## config.mk

```make
export PLATFORM = sky130hd
export DESIGN_NAME = scoreboard_grf
export DESIGN_NICKNAME = d
export VERILOG_FILES = /design/src/rtl/scoreboard_grf_pkg.sv /design/src/rtl/scoreboard_grf_read_port.sv /design/src/rtl/scoreboard_grf.sv
export SDC_FILE = /design/constraint.sdc
export NUM_CORES = 2
export LEC_CHECK = 0
export BUFFER_PORTS_ARGS = -buffer_cell sky130_fd_sc_hd__buf_4
export CORE_ASPECT_RATIO = 0.9
export CORE_MARGIN = 2
export CORE_UTILIZATION = 28
export DETAILED_ROUTE_END_ITERATION = 7
export PLACE_DENSITY = 0.46
export SLEW_MARGIN = 20
export SYNTH_ARGS = -nofsm -noshare
export SYNTH_HDL_FRONTEND = slang
export SYNTH_SLANG_ARGS = --single-unit
```

## constraint.sdc

```tcl
create_clock -name clk -period 84.5 [get_ports clk]
set_clock_uncertainty 0.2 [all_clocks]
set_input_delay 25.35 -clock clk [delete_from_list [all_inputs] [get_ports clk]]
set_output_delay 25.35 -clock clk [all_outputs]
set_load 0.01 [all_outputs]
```

## src/rtl/scoreboard_grf_pkg.sv

```systemverilog
// Shared CPU constants for the general register file scoreboard.
package scoreboard_grf_pkg;

    localparam int GRF_DATA_W = 32;
    localparam int GRF_ADDR_W = 5;
    localparam int GRF_NRD    = 2;

    // Low bit of lane k when lanes of width w are packed side by side.
    function automatic int slice_lo(input int k, input int w);
        return k * w;
    endfunction

endpackage

```

## src/rtl/scoreboard_grf_read_port.sv

```systemverilog
// One register-file read port: same-cycle bypass mux plus busy reporting.
module grf_read_port #(
    parameter int DATA_W = 32,
    parameter int ADDR_W = 5
) (
    input  logic              blank,
    input  logic [ADDR_W-1:0] addr,
    input  logic [DATA_W-1:0] stored,
    input  logic              pend,
    input  logic              wa_en,
    input  logic [ADDR_W-1:0] wa_addr,
    input  logic [DATA_W-1:0] wa_data,
    input  logic              wb_en,
    input  logic [ADDR_W-1:0] wb_addr,
    input  logic [DATA_W-1:0] wb_data,
    output logic [DATA_W-1:0] data,
    output logic              busy
);

    // Port A beats port B beats storage; index 0 and reset read as zero.
    always_comb begin
        data = '0;
        busy = 1'b0;
        if (!blank && addr != '0) begin
            if (wa_en && wa_addr == addr) begin
                data = wa_data;
            end else if (wb_en && wb_addr == addr) begin
                data = wb_data;
            end else begin
                data = stored;
            end
            // A result landing this cycle is already visible through the bypass.
            busy = pend && !(wb_en && wb_addr == addr);
        end
    end

endmodule

```

## src/rtl/scoreboard_grf.sv

```systemverilog
// Register file with pending-result scoreboard for long-latency writebacks.
module scoreboard_grf
    import scoreboard_grf_pkg::*;
#(
    parameter int DATA_W = GRF_DATA_W,
    parameter int ADDR_W = GRF_ADDR_W,
    parameter int NRD    = GRF_NRD
) (
    input  logic                  clk,
    input  logic                  reset,
    input  logic [NRD*ADDR_W-1:0] rd_addr,
    output logic [NRD*DATA_W-1:0] rd_data,
    output logic [NRD-1:0]        rd_busy,
    input  logic                  wa_en,
    input  logic [ADDR_W-1:0]     wa_addr,
    input  logic [DATA_W-1:0]     wa_data,
    input  logic                  wb_en,
    input  logic [ADDR_W-1:0]     wb_addr,
    input  logic [DATA_W-1:0]     wb_data,
    input  logic                  iss_en,
    input  logic [ADDR_W-1:0]     iss_addr,
    output logic                  any_busy,
    output logic                  sb_err
);

    localparam int DEPTH = 2 ** ADDR_W;

    logic [DATA_W-1:0] regs [DEPTH];
    logic [DEPTH-1:0]  pending;
    logic [DEPTH-1:0]  pend_nxt;
    logic              err_now;

    // Register storage; port B is assigned first so port A wins a same-index collision.
    always_ff @(posedge clk or posedge reset) begin
        if (reset) begin
            for (int i = 0; i < DEPTH; i++) begin
                regs[i] <= '0;
            end
        end else begin
            if (wb_en && wb_addr != '0) begin
                regs[wb_addr] <= wb_data;
            end
            if (wa_en && wa_addr != '0) begin
                regs[wa_addr] <= wa_data;
            end
        end
    end

    // Next pending vector: writeback clears, issue sets afterwards so issue wins.
    always_comb begin
        pend_nxt = pending;
        if (wb_en && wb_addr != '0) begin
            pend_nxt[wb_addr] = 1'b0;
        end
        if (iss_en && iss_addr != '0) begin
            pend_nxt[iss_addr] = 1'b1;
        end
        pend_nxt[0] = 1'b0;
    end

    // Hazards: re-issue to a still-pending register, or writeback with nothing pending.
    always_comb begin
        err_now = 1'b0;
        if (iss_en && iss_addr != '0 && pending[iss_addr]
            && !(wb_en && wb_addr == iss_addr)) begin
            err_now = 1'b1;
        end
        if (wb_en && wb_addr != '0 && !pending[wb_addr]) begin
            err_now = 1'b1;
        end
    end

    // Pending bits and the sticky error flag.
    always_ff @(posedge clk or posedge reset) begin
        if (reset) begin
            pending <= '0;
            sb_err  <= 1'b0;
        end else begin
            pending <= pend_nxt;
            sb_err  <= sb_err | err_now;
        end
    end

    assign any_busy = |pending;

    for (genvar k = 0; k < NRD; k++) begin : g_rd
        logic [ADDR_W-1:0] addr;
        assign addr = rd_addr[slice_lo(k, ADDR_W) +: ADDR_W];

        grf_read_port #(
            .DATA_W (DATA_W),
            .ADDR_W (ADDR_W)
        ) u_port (
            .blank   (reset),
            .addr    (addr),
            .stored  (regs[addr]),
            .pend    (pending[addr]),
            .wa_en   (wa_en),
            .wa_addr (wa_addr),
            .wa_data (wa_data),
            .wb_en   (wb_en),
            .wb_addr (wb_addr),
            .wb_data (wb_data),
            .data    (rd_data[slice_lo(k, DATA_W) +: DATA_W]),
            .busy    (rd_busy[k])
        );
    end

endmodule

```

==> qor.csv <==
metric;value;unit
gr usage total;25.8;%
HP Class;register to register;
FF-to-FF End;sb_err;
simple-gate share of the synthesized area;9.03;%
vias in the first global route;53700;
final setup violation count;0;
CTS H-tree lvls;3;
largest net degree at the start of global routing;159;
DR vias;57400;
initial DRC count;8831;
Ports;162;
Layout fillers;24400;
worst r2r src;pending[15];
XOR/XNOR Fraction of Synth Area;0.321;%
maxcap violations;0;
max-slew violations;0;
mux cell area share after synthesis;32.4;%
status;completed;
Critical path origin;rd_addr[3];
Crit path required time;58.95;ns
number of cell rows;171;
Post CTS Setup Buffer Count;0;
Slew headroom;19.0;%
#FFs+latches synth;1056;
PD cells;24.2;nW/um2
clk root buf;clkbuf_16;
unrepaired setup endpoints after global routing;no;
Clock Pin Slew Worst Setup and Hold Paths;0.06;ns
cells after synthesis;6481;
layout cells sized above 1;19.9;%
clock sink count;1056;
gp weighted congestion;0.871;
Setup TNS Final;0;ns
Overflow after GRT;0;
routed wire length per instance;35.0;um
Main synth FF type;dfrtp_1;
Worst Setup End Kind;output pin;
syn_area_per_cell;10.5;um2
Worst Min Path Start;regs[1013];
complex-gate fraction of the synthesized area;13.7;%
share of the synthesized area in the top cell type;38.8;%
Synth Area in Adders;0;%
syn nets;6575;
worst-path fanout max;56;
dpl hpwl;192000;um
Fmax;0.0181;GHz
first-pass GRT wire length;453000;um
Hold Slack;0.200;ns
Synth area leader;dfrtp_1;
Port Buffers;161;
asr flop ratio synth;100;%
Post-CTS Resized;0;
CP startpoint kind;primary input;
yosys warns;0;
synthesized area;68200;um2
CTS tree;done;
Initial Utilization;28.2;%
hold_buf cts;0;
Die X;524;um
sequential area share after synthesis;38.8;%
vias per inst;6.14;
final hold violation count;0;
Post-synth EDFFs;0;
Netlist cell types;73;
worst skew pair latency;0.78;ns
CP arrival;29.81;ns
maximum VDD drop;16.8;uV
Least-Margin Pin Slew;1.21;ns
initial antenna violation count;29;
CTS Buf Count;119;
layout overhead on the synthesized area;11.2;%
Final ANT Viol Nets;0;
Pleak;0.0316;uW
min Tclk post-route;55.36;ns
Clock Path Buffers;3;
Crit Path Category;primary input to output pin;
DR pass1 iterations;6;
Residual DRC;0;
worst-case reg-to-reg path depth;4;
largest family of logic cells by synthesized area;multiplexers;
core area;242000;um2
Die ar.;247000;um2
R2R Setup Slk;82.30;ns
post-route clock period utilization;65.5;%
top area cells in the synthesized netlist;dfrtp_1 (39%), mux4_2 (17%), mux2i_1 (14%), a21oi_1 (5.8%), nor2_1 (4.5%);
# nets final;6140;
Setup crit end;rd_data[12];
Die Height;472;um
Post-Route WL;327000;um
[cell usage after synthesis, types with 43 or more instances]
cell	number
dfrtp_1	1056
mux2i_1	953
nor2_1	818
a21oi_1	784
clkbuf_1	539
mux4_2	529
nand2_1	303
o21ai_0	290
buf_2	203
a32oi_1	184
nor3_1	68
a22oi_1	66
buf_4	59
mux2_2	56
a211oi_1	48
nor4_1	45
buf_1	43
[final cells by class]
type,instances,area [um2],area share (%)
Antenna cell,10,25.0,0.0330
Clock buffer,177,3610,4.76
Clock inverter,48,872,1.15
Inverter,13,58.8,0.0776
Multi-Input combinational cell,4539,38300,50.5
Sequential cell,1056,26400,34.9
Tap cell,3200,4000,5.28
Timing Repair Buffer,317,2530,3.33
[how the worst min path moves through the flow]
stage                  to  slack, ns  cells after the start
2_1_floorplan  regs[1001]       0.24                      1
4_1_cts         regs[997]       0.20                      0
3_3_place_gp    regs[994]       0.18                      0
6_report       regs[1013]       0.20                      0
3_5_place_dp   regs[1015]       0.18                      0
5_1_grt        regs[1023]       0.21                      0
[power breakdown]
group | switching [uW] | total (uW) | internal [uW]
Clock | 247 | 609 | 362
Combinational | 225 | 474 | 249
Sequential | 115 | 753 | 638
[kinds of logic after synthesis]
family,count (synthesis)
AOI/OAI and AO/OA,1562
xor gates and xnor gates,25
buffers and inverters,886
DFF,1056
muxes,1538
and+or+nand+nor,1414
[critical path: stages]
cell and delay [ns]:
buf_4 0.32, buf_4 0.76, xor2_1 0.17, nor4_2 0.52, and2_4 0.22, buf_4 0.80, nor4_1 0.33, a211oi_1 0.99
buf_4 0.27
[routing by layer]
metal | GRT usage [%] | part of all wire [%] | up-vias
met5 | 0 | 0.029 | -
met4 | 9.22 | 3.8 | 16
met3 | 7.01 | 11 | 652
met2 | 36.0 | 42 | 3867
met1 | 37.7 | 43 | 29600
li1 | - | - | 23300
[cell usage in the layout, fill, tap and decap left out, types with 13 or more instances in the layout]
| cell | synthesis | routed |
|---|---|---|
| o221ai_1 | 13 | 13 |
| clkinv_2 | 0 | 16 |
| xor2_1 | 20 | 20 |
| mux2_2 | 56 | 56 |
| buf_4 | 59 | 303 |
| dfrtp_1 | 1056 | 1056 |
| a22oi_1 | 66 | 66 |
| o21ai_1 | 23 | 23 |
| o31ai_1 | 23 | 22 |
| a2111oi_0 | 15 | 15 |
| clkbuf_16 | 0 | 122 |
| clkbuf_1 | 539 | 20 |
| nor2b_1 | 31 | 31 |
| nand3_1 | 25 | 23 |
| a21oi_1 | 784 | 783 |
| mux4_2 | 529 | 529 |
| mux2i_1 | 953 | 953 |
| a32oi_1 | 184 | 184 |
| nor2_1 | 818 | 809 |
| a211oi_1 | 48 | 48 |
| nor3_1 | 68 | 65 |
| o22ai_1 | 39 | 39 |
| nand2_4 | 0 | 25 |
| o21ai_0 | 290 | 290 |
| nor4_1 | 45 | 38 |
| clkbuf_8 | 0 | 36 |
| nand2_1 | 303 | 268 |
| bufinv_16 | 0 | 22 |
| nor4_2 | 13 | 20 |
[through the flow]
step | total power (uW) | area (um2) | util [%] | worst slack, ns | cells
final | 1840 | 75800 | 31.4 | 29.14 | 9360
after CTS | 1830 | 75700 | 31.3 | 29.36 | 9348
after detailed placement | 1220 | 71200 | 29.5 | 29.38 | 9123
after global routing | 1910 | 75800 | 31.4 | 29.18 | 9356
after floorplan | 1070 | 68200 | - | 7.47 | 6481
after global placement | 1210 | 71200 | 29.5 | 29.15 | 9121
[state kept, by name, summed over array words and instances (netlist names)]
register and count:
pending 31, regs 1024, sb_err 1
No activity file was read; power rests on OpenSTA's default activity.
